--- src/rtl/neander_x_ctrl.sv ---
// NEANDER-X fetch/decode/execute sequencer: owns PC, IR, AC and the memory-port FSM.
// Optional build macro NEANDER_X_ILLEGAL_TRAP_EN: undefined opcodes set a sticky illegal flag and halt.
`timescale 1ns/1ps
module neander_x_ctrl #(
    parameter logic [7:0] RESET_PC = 8'h00
) (
    input  logic       clk,
    input  logic       rst_n,
    output logic       mem_req,
    output logic       mem_we,
    output logic [7:0] mem_addr,
    output logic [7:0] mem_wdata,
    input  logic [7:0] mem_rdata,
    input  logic       mem_ready,
    output logic [7:0] alu_a,
    output logic [7:0] alu_b,
    output logic [1:0] alu_op,
    input  logic [7:0] alu_result,
    output logic [7:0] ac,
    output logic [7:0] pc,
    output logic       flag_n,
    output logic       flag_z,
    output logic       halted,
    output logic       illegal
);

    typedef enum logic [2:0] {
        S_BOOT   = 3'd0,
        S_FETCH  = 3'd1,
        S_DECODE = 3'd2,
        S_ADDR   = 3'd3,
        S_READ   = 3'd4,
        S_WRITE  = 3'd5,
        S_HALT   = 3'd6
    } state_t;

    state_t     r_state;
    logic [7:0] r_pc;
    logic [7:0] r_ac;
    logic [3:0] r_ir;        // only the opcode nibble of IR is ever consulted
    logic       r_mem_req;
    logic       r_mem_we;
    logic [7:0] r_mem_addr;  // also serves as MAR while in READ/WRITE
    logic       r_halted;
`ifdef NEANDER_X_ILLEGAL_TRAP_EN
    logic       r_illegal;
`endif

    logic [7:0] w_pc_inc;
    logic       w_is_mem_op;
    logic       w_is_jump;
    logic       w_jcc_taken;
    logic       w_jcc_skip;
    logic       w_needs_addr;
`ifdef NEANDER_X_ILLEGAL_TRAP_EN
    logic       w_undef;
`endif

    assign w_pc_inc     = r_pc + 8'd1;
    assign w_is_mem_op  = (r_ir >= 4'h1) && (r_ir <= 4'h5);
    assign w_is_jump    = (r_ir == 4'h8) || (r_ir == 4'h9) || (r_ir == 4'hA);
    assign w_jcc_taken  = ((r_ir == 4'h9) && r_ac[7]) || ((r_ir == 4'hA) && (r_ac == 8'h00));
    assign w_jcc_skip   = ((r_ir == 4'h9) && !r_ac[7]) || ((r_ir == 4'hA) && (r_ac != 8'h00));
    assign w_needs_addr = w_is_mem_op || (r_ir == 4'h8) || w_jcc_taken;
`ifdef NEANDER_X_ILLEGAL_TRAP_EN
    assign w_undef      = (r_ir == 4'h7) || ((r_ir >= 4'hB) && (r_ir <= 4'hE));
`endif

    // ALU opcode decode from the instruction register
    always_comb begin
        alu_op = 2'b00;
        case (r_ir)
            4'h3:    alu_op = 2'b00;
            4'h5:    alu_op = 2'b01;
            4'h4:    alu_op = 2'b10;
            4'h6:    alu_op = 2'b11;
            default: alu_op = 2'b00;
        endcase
    end

    // Sequencer FSM; memory-port outputs are registered alongside the next state
    always_ff @(posedge clk or negedge rst_n) begin
        if (!rst_n) begin
            r_state    <= S_BOOT;
            r_pc       <= RESET_PC;
            r_ac       <= 8'h00;
            r_ir       <= 4'h0;
            r_mem_req  <= 1'b0;
            r_mem_we   <= 1'b0;
            r_mem_addr <= 8'h00;
            r_halted   <= 1'b0;
`ifdef NEANDER_X_ILLEGAL_TRAP_EN
            r_illegal  <= 1'b0;
`endif
        end else begin
            case (r_state)
                S_BOOT: begin
                    r_state    <= S_FETCH;
                    r_mem_req  <= 1'b1;
                    r_mem_we   <= 1'b0;
                    r_mem_addr <= r_pc;
                end
                S_FETCH: begin
                    if (mem_ready) begin
                        r_ir      <= mem_rdata[7:4];
                        r_pc      <= w_pc_inc;
                        r_mem_req <= 1'b0;
                        r_state   <= S_DECODE;
                    end
                end
                S_DECODE: begin
                    if (r_ir == 4'hF) begin
                        r_halted <= 1'b1;
                        r_state  <= S_HALT;
                    end else if (w_needs_addr) begin
                        r_mem_req  <= 1'b1;
                        r_mem_we   <= 1'b0;
                        r_mem_addr <= r_pc;
                        r_state    <= S_ADDR;
                    end else if (w_jcc_skip) begin
                        // not-taken branch steps over its operand byte
                        r_pc       <= w_pc_inc;
                        r_mem_req  <= 1'b1;
                        r_mem_we   <= 1'b0;
                        r_mem_addr <= w_pc_inc;
                        r_state    <= S_FETCH;
`ifdef NEANDER_X_ILLEGAL_TRAP_EN
                    end else if (w_undef) begin
                        r_illegal <= 1'b1;
                        r_halted  <= 1'b1;
                        r_state   <= S_HALT;
`endif
                    end else begin
                        if (r_ir == 4'h6) begin
                            r_ac <= alu_result;
                        end else begin
                            r_ac <= r_ac;
                        end
                        r_mem_req  <= 1'b1;
                        r_mem_we   <= 1'b0;
                        r_mem_addr <= r_pc;
                        r_state    <= S_FETCH;
                    end
                end
                S_ADDR: begin
                    if (mem_ready) begin
                        if (w_is_jump) begin
                            r_pc       <= mem_rdata;
                            r_mem_addr <= mem_rdata;
                            r_mem_we   <= 1'b0;
                            r_state    <= S_FETCH;
                        end else begin
                            r_pc       <= w_pc_inc;
                            r_mem_addr <= mem_rdata;
                            r_mem_we   <= (r_ir == 4'h1);
                            r_state    <= (r_ir == 4'h1) ? S_WRITE : S_READ;
                        end
                    end
                end
                S_READ: begin
                    if (mem_ready) begin
                        r_ac       <= (r_ir == 4'h2) ? mem_rdata : alu_result;
                        r_mem_addr <= r_pc;
                        r_mem_we   <= 1'b0;
                        r_state    <= S_FETCH;
                    end
                end
                S_WRITE: begin
                    if (mem_ready) begin
                        r_mem_addr <= r_pc;
                        r_mem_we   <= 1'b0;
                        r_state    <= S_FETCH;
                    end
                end
                S_HALT: begin
                    r_mem_req <= 1'b0;
                    r_state   <= S_HALT;
                end
                default: begin
                    r_mem_req <= 1'b0;
                    r_mem_we  <= 1'b0;
                    r_state   <= S_BOOT;
                end
            endcase
        end
    end

    assign mem_req   = r_mem_req;
    assign mem_we    = r_mem_we;
    assign mem_addr  = r_mem_addr;
    assign mem_wdata = r_ac;
    assign alu_a     = r_ac;
    assign alu_b     = mem_rdata;
    assign ac        = r_ac;
    assign pc        = r_pc;
    assign flag_n    = r_ac[7];
    assign flag_z    = (r_ac == 8'h00);
    assign halted    = r_halted;
`ifdef NEANDER_X_ILLEGAL_TRAP_EN
    assign illegal   = r_illegal;
`else
    assign illegal   = 1'b0;
`endif

endmodule

--- config.mk ---
export PLATFORM = sky130hd
export DESIGN_NAME = neander_x_ctrl
export DESIGN_NICKNAME = d
export VERILOG_FILES = /design/src/rtl/neander_x_ctrl.sv
export SDC_FILE = /design/constraint.sdc
export NUM_CORES = 1
export LEC_CHECK = 0
export CORE_MARGIN = 2
export CORE_UTILIZATION = 54
export CTS_BUF_LIST = sky130_fd_sc_hd__clkbuf_8
export DETAILED_ROUTE_END_ITERATION = 6
export PLACE_DENSITY = 0.89
export SYNTH_ARGS = -nofsm -noshare
export SYNTH_HDL_FRONTEND = slang
export SYNTH_SLANG_ARGS = --single-unit
--- constraint.sdc ---
create_clock -name clk -period 4.8 [get_ports clk]
set_input_delay 0.72 -clock clk [delete_from_list [all_inputs] [get_ports clk]]
set_output_delay 0.72 -clock clk [all_outputs]
set_load 0.01 [all_outputs]
==> impl_metrics.xml, run 1 <==
<?xml version="1.0" encoding="UTF-8"?>
<metrics>
  <group name="run_status">
    <metric name="outcome" unit="">complete, no violations</metric>
  </group>
  <group name="power">
    <metric name="share_seq_of_total_power" unit="">0.307</metric>
    <metric name="power.leakage" unit="µW">0.00129</metric>
    <metric name="power_per_cell_area" unit="nW/µm²">708</metric>
    <metric name="vdd.ir_drop.worst" unit="mV">0.413</metric>
    <metric name="power.share.combinational" unit="">0.598</metric>
    <metric name="net-switching-power" unit="µW">1060</metric>
    <metric name="internal" unit="µW">1230</metric>
    <metric name="share_clk_of_total_power" unit="">0.095</metric>
    <metric name="switching_share" unit="">0.463</metric>
  </group>
  <group name="setup_path">
    <metric name="critPathMaxFanout" unit="">9</metric>
    <metric name="cp_slowest_cell" unit="">sky130_fd_sc_hd__or4_4</metric>
    <metric name="timing.critical_path.buf_inv" unit="">1</metric>
    <metric name="worstSetupStartpointType" unit="">flip-flop</metric>
    <metric name="critical_path_class" unit="">flip-flop to output pin</metric>
    <metric name="cpPeakStageDelay" unit="ns">0.61</metric>
    <metric name="ff2ff_setup_slack" unit="ns">2.02</metric>
    <metric name="crit_path_end_kind" unit="">output pin</metric>
    <metric name="reg2reg_to" unit="">mem_addr[5]</metric>
    <metric name="reg2reg_from" unit="">r_state[1]</metric>
    <metric name="r2r.worst_path.cells" unit="">5</metric>
    <metric name="required" unit="ns">4.08</metric>
    <metric name="critPathArrivalTime" unit="ns">2.06</metric>
    <metric name="path_cells" unit="">or4_4, nor2_1, clkdlybuf4s50_1</metric>
    <metric name="critical-path-top-delay-family" unit="">simple AND/OR/NAND/NOR gates</metric>
  </group>
  <group name="sta">
    <metric name="timing_worst_slew_pin_value" unit="ns">1.17</metric>
    <metric name="fmax" unit="MHz">359</metric>
    <metric name="timing.final.hold_violations" unit="">0</metric>
    <metric name="maxSlewViolCount" unit="">0</metric>
    <metric name="post-route-min-period" unit="ns">2.78</metric>
    <metric name="worst_setup_margin" unit="ns">2.02</metric>
    <metric name="fin_tns_setup" unit="ns">0</metric>
    <metric name="grt_setup_unrepaired" unit="">false</metric>
    <metric name="timing.clock.skew" unit="ns">0.00810</metric>
    <metric name="post-route-period-util" unit="">0.580</metric>
    <metric name="max-slew-margin-rel" unit="">0.221</metric>
    <metric name="finish_stage_setup_viols" unit="">0</metric>
  </group>
  <group name="finish">
    <metric name="final_core_util" unit="">0.691</metric>
    <metric name="antenna_cells" unit="">0</metric>
    <metric name="design_area_final" unit="µm²">3240</metric>
    <metric name="area.growth.synth_to_final" unit="%">23.5</metric>
    <metric name="final_layout_size_suffix_gt1_frac" unit="">0.0659</metric>
    <metric name="multi_input_area" unit="µm²">1460</metric>
    <metric name="sequential_cell_area" unit="µm²">851</metric>
    <metric name="finish.net_count" unit="">368</metric>
    <metric name="post_layout_nonfiller_instances" unit="">403</metric>
    <metric name="number_of_inserted_filler_cells_in_the_final_layout" unit="">407</metric>
  </group>
  <group name="routing">
    <metric name="number_of_nets_still_failing_antenna_checks_after_routing" unit="">0</metric>
    <metric name="first_pass_iters" unit="">5</metric>
    <metric name="routed-wl-met3" unit="µm">645</metric>
    <metric name="detail_route.wirelength" unit="mm">7.46</metric>
    <metric name="drt_iter0_markers" unit="">268</metric>
    <metric name="top_layer_used" unit="">met4</metric>
    <metric name="vias" unit="">2603</metric>
    <metric name="detail_route.wirelength.met1" unit="mm">3.12</metric>
    <metric name="routedWlPerCell" unit="µm">18.5</metric>
    <metric name="vias_per_cell" unit="">6.46</metric>
    <metric name="post-route-drc-count" unit="">0</metric>
    <metric name="routed-wl-met2" unit="mm">3.57</metric>
  </group>
  <group name="synth">
    <metric name="cell_with_the_most_instances_after_synthesis" unit="">sky130_fd_sc_hd__dfrtp_1</metric>
    <metric name="synth.avg_cell_area" unit="µm²">8.36</metric>
    <metric name="synth_top_flop_cell" unit="">sky130_fd_sc_hd__dfrtp_1</metric>
    <metric name="synth.yosys.seq_area_share" unit="">0.324</metric>
    <metric name="number_of_flops_mapped_to_enable_cells_by_yosys" unit="">0</metric>
    <metric name="syn_inst" unit="">314</metric>
    <metric name="yosysWarningCount" unit="">0</metric>
    <metric name="area_contributors_post_synth" unit="">sky130_fd_sc_hd__dfrtp_1 (32%), sky130_fd_sc_hd__buf_4 (7.4%), sky130_fd_sc_hd__mux2i_1 (3.8%), sky130_fd_sc_hd__a21oi_1 (3.4%), sky130_fd_sc_hd__nand2_1 (3.3%)</metric>
    <metric name="ys_seq_elements" unit="">34</metric>
    <metric name="syn_area" unit="µm²">2630</metric>
    <metric name="post_synth_num_cell_types" unit="">61</metric>
    <metric name="synthesis.nets" unit="">334</metric>
    <metric name="yosysTopAreaCellShare" unit="">0.324</metric>
    <metric name="ys_top_cells_by_count" unit="">sky130_fd_sc_hd__dfrtp_1 (34), sky130_fd_sc_hd__buf_4 (26), sky130_fd_sc_hd__nand2_1 (23), sky130_fd_sc_hd__nor2_1 (22), sky130_fd_sc_hd__a21oi_1 (18)</metric>
    <metric name="synth-async-reset-ratio" unit="">1.00</metric>
    <metric name="library_cell_occupying_the_most_area_in_the_post_synthesis_netlist" unit="">sky130_fd_sc_hd__dfrtp_1</metric>
  </group>
  <group name="clock_tree">
    <metric name="cts_root_buf" unit="">sky130_fd_sc_hd__clkbuf_8</metric>
    <metric name="cts-hold-fix-buffers" unit="">0</metric>
    <metric name="clk_pin_slew" unit="ns">0.07</metric>
    <metric name="cts_setup_buffers" unit="">0</metric>
    <metric name="cts.htree.levels" unit="">2</metric>
    <metric name="clk_path_buf_depth" unit="">2</metric>
    <metric name="postCtsResizedCells" unit="">0</metric>
    <metric name="tritoncts" unit="">built</metric>
    <metric name="cts.sinks" unit="">34</metric>
    <metric name="clock_insertion_delay_worst_skew" unit="ns">0.29</metric>
    <metric name="cts_inserted_buffers" unit="">5</metric>
  </group>
  <group name="flow_run">
    <metric name="timing.max_cap.violations" unit="">0</metric>
  </group>
  <group name="placed_design">
    <metric name="placedCellCount" unit="">395</metric>
    <metric name="port_buffers" unit="">73</metric>
    <metric name="placement.setup.worst_slack" unit="ns">2.03</metric>
    <metric name="dpl.hpwl" unit="mm">5.29</metric>
    <metric name="placed_area" unit="µm²">3150</metric>
    <metric name="routability_congestion_estimate" unit="">0.939</metric>
  </group>
  <group name="global_routing">
    <metric name="grt_first_pass_wirelength" unit="mm">11.9</metric>
    <metric name="number_of_global_route_vias_before_repair" unit="">2367</metric>
    <metric name="gr_ovfl_total" unit="">0</metric>
    <metric name="all_layer_gr_usage" unit="">0.287</metric>
    <metric name="pin_count_of_the_biggest_net_entering_global_routing" unit="">35</metric>
    <metric name="antenna_found_initial" unit="">0</metric>
  </group>
  <group name="floorplanning">
    <metric name="ios" unit="">75</metric>
    <metric name="floorplan.initialDensity" unit="">0.560</metric>
    <metric name="row_count" unit="">25</metric>
    <metric name="die_area" unit="µm²">5440</metric>
    <metric name="core_area" unit="µm²">4690</metric>
    <metric name="chipWidth" unit="µm">73.7</metric>
    <metric name="chipHeight" unit="µm">73.7</metric>
  </group>
  <group name="min_path">
    <metric name="worst_hold_path_type" unit="">flip-flop to flip-flop</metric>
    <metric name="hold_depth" unit="">1</metric>
    <metric name="end_point_of_the_most_critical_hold_path" unit="">halted</metric>
    <metric name="timing.hold.worst.start" unit="">halted</metric>
  </group>
</metrics>
[flip-flops by register name, indices dropped and copies added (netlist names)]
| register | cells |
|---|---|
| ac | 8 |
| mem_addr | 8 |
| pc | 8 |
| r_ir | 4 |
| r_state | 3 |
| halted | 1 |
| mem_req | 1 |
| mem_we | 1 |
[worst max-delay path by stage]
| stage | start | cells after the start | endpoint |
|---|---|---|---|
| floorplan | mem_ready | 6 | pc[7] |
| finish | ac[7] | 3 | flag_z |
| CTS | ac[7] | 3 | flag_z |
| global route | r_state[1] | 5 | mem_addr[5] |
| global placement | mem_ready | 6 | pc[7] |
| detailed placement | mem_ready | 6 | pc[7] |
[per-stage QoR]
step | hold WS, ns | total power, µW
floorplan | 0.424 | 1570
global route | 0.491 | 2470
finish | 0.463 | 2300
global placement | 0.449 | 2030
detailed placement | 0.447 | 2060
CTS | 0.469 | 2280
[power groups by stage]
stage	combinational, µW	sequential, µW	clock (µW)
final	1370	705	219
after global routing	1500	734	234
after CTS	1360	697	220
after detailed placement	1360	702	0
after global placement	1340	690	0
after floorplan	971	602	0
[cell type report]
cell class,instances,area share
clock buffers,5,0.0212
clock inverters,3,0.00656
repair buffers,76,0.232
well taps,54,0.0208
inverters,5,0.00579
flip-flops and latches,34,0.262
multi-input cells,226,0.451
[cell families after synthesis]
family / count (synthesis) / synth area share
xor gates and xnor gates: 5 / 0.0167
DFF: 34 / 0.324
muxes: 13 / 0.0510
buffers and inverters: 54 / 0.119
adders and majority gates: 1 / 0.00476
other: 1 / 0.00143
and+or+nand+nor: 118 / 0.242
AOI/OAI and AO/OA: 88 / 0.241
[worst register-to-register path: cells and delay by family (launching register included)]
kind / cells / cell delay, ns
AO/OA/AOI/OAI: 3 / 1.02
AND/OR/NAND/NOR: 2 / 0.95
flip-flops: 1 / 0.69
[layout by cell type (no fill, tap or decap), drive strengths merged, types with 2 or more instances in the layout]
master         count
o31ai              4
nand2             23
clkbuf             5
nand3b             5
nor2b              4
a21oi             18
o32a               4
a211oi             9
inv                5
dfrtp             34
nor3b              3
a31oi              5
a21o               3
o211ai             2
clkdlybuf4s50     73
nand4              2
nand2b             9
mux2i             10
nor2              22
a22oi              3
nor4               3
or4                4
nor3              11
a211o              2
a22o               3
o22ai              5
o21ai             16
buf                3
xnor2              5
clkinv             2
and3               7
and2               4
nand3             17
mux2               3
a311oi             2
a221oi             2
[per-layer routing]
| metal | vias to the layer above | track usage |
|---|---|---|
| met4 | 0 | 0.0747 |
| met2 | 162 | 0.466 |
| met5 | - | 0 |
| met1 | 1228 | 0.397 |
| li1 | 1191 | - |
| met3 | 22 | 0.0480 |
Note: power is estimated with default switching activity, not from simulation.
==> run 2: changes to the inputs <==
- CORE_UTILIZATION: 54 -> 45
- PLACE_DENSITY: 0.89 -> 0.79
- clock period: 4.8 -> 2.4 ns (I/O delays scaled with it)
==> run 2 against run 1 <==
  * Cell area grew 4.4%
  * Sequential share of layout area shrank 1.1 points
  * First-iteration DRC count shrank 13%
  * Largest cell class unchanged
==> impl_metrics.xml, run 2 (same netlist as run 1, synthesis figures left out) <==
<?xml version="1.0" encoding="UTF-8"?>
<metrics>
  <group name="run_status">
    <metric name="outcome" unit="">complete, no violations</metric>
  </group>
  <group name="floorplanning">
    <metric name="chipHeight" unit="µm">80.4</metric>
    <metric name="core_area" unit="µm²">5570</metric>
    <metric name="row_count" unit="">27</metric>
    <metric name="die_area" unit="µm²">6460</metric>
    <metric name="floorplan.initialDensity" unit="">0.471</metric>
    <metric name="chipWidth" unit="µm">80.4</metric>
    <metric name="ios" unit="">75</metric>
  </group>
  <group name="routing">
    <metric name="first_pass_iters" unit="">5</metric>
    <metric name="number_of_nets_still_failing_antenna_checks_after_routing" unit="">0</metric>
    <metric name="post-route-drc-count" unit="">0</metric>
    <metric name="routedWlPerCell" unit="µm">17.7</metric>
    <metric name="vias_per_cell" unit="">6.02</metric>
    <metric name="vias" unit="">2623</metric>
    <metric name="drt_iter0_markers" unit="">232</metric>
    <metric name="detail_route.wirelength" unit="mm">7.72</metric>
  </group>
  <group name="setup_path">
    <metric name="r2r.worst_path.cells" unit="">5</metric>
    <metric name="ff2ff_setup_slack" unit="ns">0.25</metric>
    <metric name="crit_path_end_kind" unit="">flip-flop</metric>
    <metric name="required" unit="ns">2.57</metric>
    <metric name="worstSetupStartpointType" unit="">flip-flop</metric>
    <metric name="critical_path_class" unit="">flip-flop to flip-flop</metric>
    <metric name="reg2reg_from" unit="">ac[2]</metric>
    <metric name="critPathMaxFanout" unit="">8</metric>
    <metric name="critPathArrivalTime" unit="ns">2.32</metric>
    <metric name="reg2reg_to" unit="">pc[0]</metric>
  </group>
  <group name="min_path">
    <metric name="end_point_of_the_most_critical_hold_path" unit="">halted</metric>
    <metric name="hold_depth" unit="">1</metric>
    <metric name="worst_hold_path_type" unit="">flip-flop to flip-flop</metric>
    <metric name="timing.hold.worst.start" unit="">halted</metric>
  </group>
  <group name="sta">
    <metric name="max-slew-margin-rel" unit="">0.603</metric>
    <metric name="maxSlewViolCount" unit="">0</metric>
    <metric name="timing.clock.skew" unit="ns">0.00928</metric>
    <metric name="grt_setup_unrepaired" unit="">false</metric>
    <metric name="fmax" unit="MHz">466</metric>
    <metric name="post-route-period-util" unit="">0.895</metric>
    <metric name="fin_tns_setup" unit="ns">0</metric>
    <metric name="finish_stage_setup_viols" unit="">0</metric>
    <metric name="post-route-min-period" unit="ns">2.15</metric>
    <metric name="timing.final.hold_violations" unit="">0</metric>
    <metric name="timing_worst_slew_pin_value" unit="ns">0.595</metric>
  </group>
  <group name="finish">
    <metric name="final_core_util" unit="">0.607</metric>
    <metric name="post_layout_nonfiller_instances" unit="">436</metric>
    <metric name="mostFrequentLayoutCell" unit="">sky130_fd_sc_hd__clkdlybuf4s50_1</metric>
    <metric name="final_layout_size_suffix_gt1_frac" unit="">0.104</metric>
    <metric name="finish.net_count" unit="">383</metric>
    <metric name="mostFrequentLayoutCells" unit="">sky130_fd_sc_hd__clkdlybuf4s50_1 (72), sky130_fd_sc_hd__dfrtp_1 (34), sky130_fd_sc_hd__nand2_1 (23)</metric>
    <metric name="area.growth.synth_to_final" unit="%">28.9</metric>
    <metric name="antenna_cells" unit="">0</metric>
    <metric name="design_area_final" unit="µm²">3390</metric>
  </group>
  <group name="placed_design">
    <metric name="placed_area" unit="µm²">3290</metric>
    <metric name="port_buffers" unit="">73</metric>
    <metric name="routability_congestion_estimate" unit="">0.945</metric>
    <metric name="dpl.hpwl" unit="mm">5.71</metric>
    <metric name="placedCellCount" unit="">428</metric>
  </group>
  <group name="clock_tree">
    <metric name="clk_pin_slew" unit="ns">0.08</metric>
    <metric name="cts-hold-fix-buffers" unit="">0</metric>
    <metric name="clk_path_buf_depth" unit="">2</metric>
    <metric name="cts.sinks" unit="">34</metric>
    <metric name="cts_root_buf" unit="">sky130_fd_sc_hd__clkbuf_8</metric>
    <metric name="cts_inserted_buffers" unit="">5</metric>
    <metric name="clock_insertion_delay_worst_skew" unit="ns">0.29</metric>
    <metric name="tritoncts" unit="">built</metric>
    <metric name="cts.htree.levels" unit="">2</metric>
  </group>
  <group name="global_routing">
    <metric name="antenna_found_initial" unit="">0</metric>
    <metric name="number_of_global_route_vias_before_repair" unit="">2531</metric>
    <metric name="all_layer_gr_usage" unit="">0.253</metric>
    <metric name="gr_ovfl_total" unit="">0</metric>
    <metric name="grt_first_pass_wirelength" unit="mm">12.8</metric>
    <metric name="pin_count_of_the_biggest_net_entering_global_routing" unit="">35</metric>
  </group>
  <group name="power">
    <metric name="vdd.ir_drop.worst" unit="mV">0.651</metric>
    <metric name="power_per_cell_area" unit="nW/µm²">1400</metric>
    <metric name="power.leakage" unit="µW">0.00138</metric>
  </group>
  <group name="flow_run">
    <metric name="timing.max_cap.violations" unit="">0</metric>
  </group>
</metrics>
==> run 2: cell type report <==
| type | count | area (µm²) |
|---|---|---|
| clock buffer | 6 | 82.6 |
| clock inverter | 2 | 12.5 |
| fill | 501 | 2190 |
| inverter | 5 | 18.8 |
| multi-input combinational | 226 | 1460 |
| sequential | 34 | 851 |
| tap | 72 | 90.1 |
| timing repair buffer | 91 | 868 |
==> run 2: metrics by stage <==
| step | worst slack [ns] | total power, µW | hold WS (ns) |
|---|---|---|---|
| 6_report | 0.252 | 4750 | 0.473 |
| 3_3_place_gp | 0.279 | 4210 | 0.455 |
| 2_1_floorplan | 0.356 | 3150 | 0.0644 |
| 5_1_grt | 0.0828 | 5100 | 0.510 |
| 3_5_place_dp | 0.232 | 4270 | 0.447 |
| 4_1_cts | 0.0419 | 4740 | 0.473 |
==> run 2: routing by layer <==
metal / wire length, µm / global-route usage / up-vias / part of all wire
li1: - / - / 1234 / -
met1: 3190 / 0.345 / 1246 / 0.41
met2: 3830 / 0.419 / 130 / 0.50
met3: 590 / 0.0371 / 13 / 0.076
met4: 118 / 0.0695 / 0 / 0.015
met5: 0 / 0 / - / 0
==> run 2: power breakdown <==
group	switching [µW]	internal (µW)
sequential	377	858
combinational	1540	1520
clock	220	231
==> run 2: worst max path at each step <==
stage               from           to  slack (ns)  depth (start not counted)
5_1_grt          r_ir[2]        pc[3]        0.08                          5
3_3_place_gp   mem_ready        pc[7]        0.28                          6
6_report           ac[2]        pc[0]        0.25                          5
3_5_place_dp   mem_ready        pc[7]        0.23                          6
2_1_floorplan      ac[7]  mem_addr[3]        0.36                          5
4_1_cts            ac[2]       flag_z        0.04                          3
==> run 2: what timing repair did <==
item,in CTS,in global routing
hold endpoints to repair,0,0
endpoints found under the setup margin,0,1
resized for setup,0,1
setup buffers,0,0
==> run 2: worst max-delay path, stage by stage, from the launching register on <==
cell and delay [ns]:
sky130_fd_sc_hd__dfrtp_1 0.42, sky130_fd_sc_hd__or4_4 0.57, sky130_fd_sc_hd__o21a_1 0.28, sky130_fd_sc_hd__o31ai_4 0.37, sky130_fd_sc_hd__nor3_1 0.10, sky130_fd_sc_hd__a211o_1 0.28
==> run 3: changes to the inputs <==
- CORE_ASPECT_RATIO: default -> 1.1
- RECOVER_POWER: default -> 100
- SETUP_SLACK_MARGIN: default -> 0.3
==> run 3 against run 2 <==
  * Sequential power fell by 3%
  * Sequential share of layout area fell by 0.75 points
  * Clock power barely moved
  * Final cell count rose by 3.9%
  * Combinational power rose by 4%
  * Hold slack got worse by 0.013 ns
  * Clock-buffer cell count did not move
  * Register-to-register slack got worse by 0.04 ns
==> impl_metrics.xml, run 3 (same netlist as run 1, synthesis figures left out) <==
<?xml version="1.0" encoding="UTF-8"?>
<metrics>
  <group name="global_routing">
    <metric name="all_layer_gr_usage" unit="">0.255</metric>
    <metric name="gr_ovfl_total" unit="">0</metric>
    <metric name="antenna_found_initial" unit="">0</metric>
    <metric name="pin_count_of_the_biggest_net_entering_global_routing" unit="">35</metric>
    <metric name="number_of_global_route_vias_before_repair" unit="">2597</metric>
    <metric name="grt_first_pass_wirelength" unit="mm">13.3</metric>
  </group>
  <group name="sta">
    <metric name="timing.clock.skew" unit="ns">0.00827</metric>
    <metric name="fmax" unit="MHz">457</metric>
    <metric name="whs" unit="ns">0.460</metric>
    <metric name="post-route-period-util" unit="">0.912</metric>
    <metric name="grt_setup_unrepaired" unit="">true</metric>
    <metric name="post-route-min-period" unit="ns">2.19</metric>
    <metric name="timing.final.hold_violations" unit="">0</metric>
    <metric name="maxSlewViolCount" unit="">0</metric>
    <metric name="max-slew-margin-rel" unit="">0.390</metric>
    <metric name="finish_stage_setup_viols" unit="">0</metric>
    <metric name="fin_tns_setup" unit="ns">0</metric>
    <metric name="timing_worst_slew_pin_value" unit="ns">0.915</metric>
  </group>
  <group name="floorplanning">
    <metric name="chipWidth" unit="µm">76.8</metric>
    <metric name="chipHeight" unit="µm">84.1</metric>
    <metric name="die_area" unit="µm²">6460</metric>
    <metric name="row_count" unit="">29</metric>
    <metric name="floorplan.initialDensity" unit="">0.461</metric>
    <metric name="ios" unit="">75</metric>
    <metric name="core_area" unit="µm²">5700</metric>
  </group>
  <group name="power">
    <metric name="share_clk_of_total_power" unit="">0.094</metric>
    <metric name="power.share.combinational" unit="">0.659</metric>
    <metric name="net-switching-power" unit="µW">2230</metric>
    <metric name="internal" unit="µW">2600</metric>
    <metric name="share_seq_of_total_power" unit="">0.247</metric>
    <metric name="power.total" unit="µW">4820</metric>
    <metric name="switching_share" unit="">0.462</metric>
    <metric name="power_per_cell_area" unit="nW/µm²">1380</metric>
    <metric name="vdd.ir_drop.worst" unit="mV">0.662</metric>
    <metric name="power.leakage" unit="µW">0.00145</metric>
  </group>
  <group name="setup_path">
    <metric name="critical-path-top-delay-family" unit="">simple AND/OR/NAND/NOR gates</metric>
    <metric name="critPathMaxFanout" unit="">5</metric>
    <metric name="reg2reg_to" unit="">mem_addr[4]</metric>
    <metric name="cp_slowest_cell" unit="">sky130_fd_sc_hd__or4_1</metric>
    <metric name="path_cells" unit="">or4_1, o21a_4, nor2_1, nor4_1, o32a_1</metric>
    <metric name="timing.critical_path.buf_inv" unit="">0</metric>
    <metric name="worstSetupStartpointType" unit="">flip-flop</metric>
    <metric name="critPathArrivalTime" unit="ns">2.36</metric>
    <metric name="r2r.worst_path.cells" unit="">5</metric>
    <metric name="cpPeakStageDelay" unit="ns">0.67</metric>
    <metric name="reg2reg_from" unit="">ac[5]</metric>
    <metric name="crit_path_end_kind" unit="">flip-flop</metric>
    <metric name="critical_path_class" unit="">flip-flop to flip-flop</metric>
    <metric name="required" unit="ns">2.58</metric>
    <metric name="ff2ff_setup_slack" unit="ns">0.21</metric>
  </group>
  <group name="routing">
    <metric name="vias" unit="">2771</metric>
    <metric name="routedWlPerCell" unit="µm">18.3</metric>
    <metric name="detail_route.wirelength" unit="mm">8.27</metric>
    <metric name="vias_per_cell" unit="">6.12</metric>
    <metric name="number_of_nets_still_failing_antenna_checks_after_routing" unit="">0</metric>
    <metric name="post-route-drc-count" unit="">0</metric>
    <metric name="first_pass_iters" unit="">7</metric>
    <metric name="drt_iter0_markers" unit="">393</metric>
  </group>
  <group name="finish">
    <metric name="area.growth.synth_to_final" unit="%">33.4</metric>
    <metric name="mostFrequentLayoutCells" unit="">sky130_fd_sc_hd__dlygate4sd3_1 (53), sky130_fd_sc_hd__dfrtp_1 (31), sky130_fd_sc_hd__nand2_1 (23), sky130_fd_sc_hd__buf_4 (23), sky130_fd_sc_hd__nor2_1 (22)</metric>
    <metric name="final_layout_size_suffix_gt1_frac" unit="">0.138</metric>
    <metric name="number_of_inserted_filler_cells_in_the_final_layout" unit="">528</metric>
    <metric name="sequential_cell_area" unit="µm²">855</metric>
    <metric name="multi_input_area" unit="µm²">1510</metric>
    <metric name="mostFrequentLayoutCell" unit="">sky130_fd_sc_hd__dlygate4sd3_1</metric>
    <metric name="antenna_cells" unit="">0</metric>
    <metric name="finish.net_count" unit="">395</metric>
    <metric name="final_core_util" unit="">0.615</metric>
  </group>
  <group name="clock_tree">
    <metric name="cts-hold-fix-buffers" unit="">0</metric>
    <metric name="cts_inserted_buffers" unit="">5</metric>
    <metric name="cts.sinks" unit="">34</metric>
    <metric name="clk_path_buf_depth" unit="">2</metric>
    <metric name="clk_pin_slew" unit="ns">0.08</metric>
    <metric name="clock_insertion_delay_worst_skew" unit="ns">0.29</metric>
    <metric name="tritoncts" unit="">built</metric>
    <metric name="cts_root_buf" unit="">sky130_fd_sc_hd__clkbuf_8</metric>
    <metric name="cts.htree.levels" unit="">2</metric>
  </group>
  <group name="flow_run">
    <metric name="timing.max_cap.violations" unit="">0</metric>
  </group>
  <group name="placed_design">
    <metric name="port_buffers" unit="">73</metric>
    <metric name="dpl.hpwl" unit="mm">5.75</metric>
    <metric name="routability_congestion_estimate" unit="">0.910</metric>
  </group>
  <group name="min_path">
    <metric name="end_point_of_the_most_critical_hold_path" unit="">halted</metric>
    <metric name="timing.hold.worst.start" unit="">halted</metric>
    <metric name="hold_depth" unit="">1</metric>
    <metric name="worst_hold_path_type" unit="">flip-flop to flip-flop</metric>
  </group>
  <group name="run_status">
    <metric name="outcome" unit="">complete, no violations</metric>
  </group>
</metrics>
-- run 3: changes by cell type in the layout (fill, tap and decap cells not counted), sizes merged --
| cell | delta |
|---|---|
| dlygate4sd2 | +1 |
| inv | +1 |
| clkinvlp | -1 |
| clkdlybuf4s50 | -55 |
| buf | +6 |
| clkdlybuf4s25 | +1 |
| dlygate4sd3 | +53 |
| dlymetal6s2s | -1 |
| clkbuf | +7 |
-- run 3: area by class of cell --
type                            instances  area share
Multi-Input combinational cell        226       0.429
Clock buffer                            6      0.0236
Clock inverter                          2     0.00250
Timing Repair Buffer                  103       0.268
Sequential cell                        34       0.244
Tap cell                               77      0.0275
Inverter                                5     0.00536
-- run 3: worst reg2reg max path, stage by stage (launching register included) --
cell	delay (ns)
sky130_fd_sc_hd__dfrtp_1	0.40
sky130_fd_sc_hd__or4_1	0.67
sky130_fd_sc_hd__o21a_4	0.29
sky130_fd_sc_hd__nor2_1	0.28
sky130_fd_sc_hd__nor4_1	0.09
sky130_fd_sc_hd__o32a_1	0.33
-- run 3: power by group through the flow --
stage | registers (µW) | clock network (µW) | logic, µW
finish | 1190 | 454 | 3180
CTS | 1200 | 459 | 3220
global route | 1230 | 485 | 3440
detailed placement | 1210 | 0 | 3140
floorplan | 1200 | 0 | 1940
global placement | 1190 | 0 | 3080
-- run 3: metrics by stage --
stage | cells | instance area [µm²] | setup WS [ns]
global route | 453 | 3500 | 0.154
CTS | 448 | 3460 | 0.302
global placement | 438 | 3330 | 0.306
finish | 453 | 3500 | 0.212
floorplan | 314 | 2630 | 0.356
detailed placement | 438 | 3330 | 0.289
-- run 3: worst max-delay path by stage --
stage / from / end / slack, ns / depth (start not counted)
after floorplan: ac[7] / mem_addr[3] / 0.36 / 5
after global placement: ac[2] / pc[0] / 0.31 / 5
after detailed placement: ac[2] / pc[0] / 0.29 / 5
after CTS: ac[2] / mem_addr[2] / 0.30 / 5
after global routing: ac[2] / mem_addr[4] / 0.15 / 5
final: ac[5] / mem_addr[4] / 0.21 / 5
-- run 3: what timing repair did --
item	in CTS	in global routing
setup buffers	2	5
cloned	0	0
pin swaps	1	8
endpoints found under the setup margin	11	15
gates resized for setup	8	14
-- run 3: layer usage --
metal	GRT usage	part of all wire
met1	0.341	0.42
met2	0.410	0.47
met3	0.0552	0.093
met4	0.0826	0.022
met5	0	0
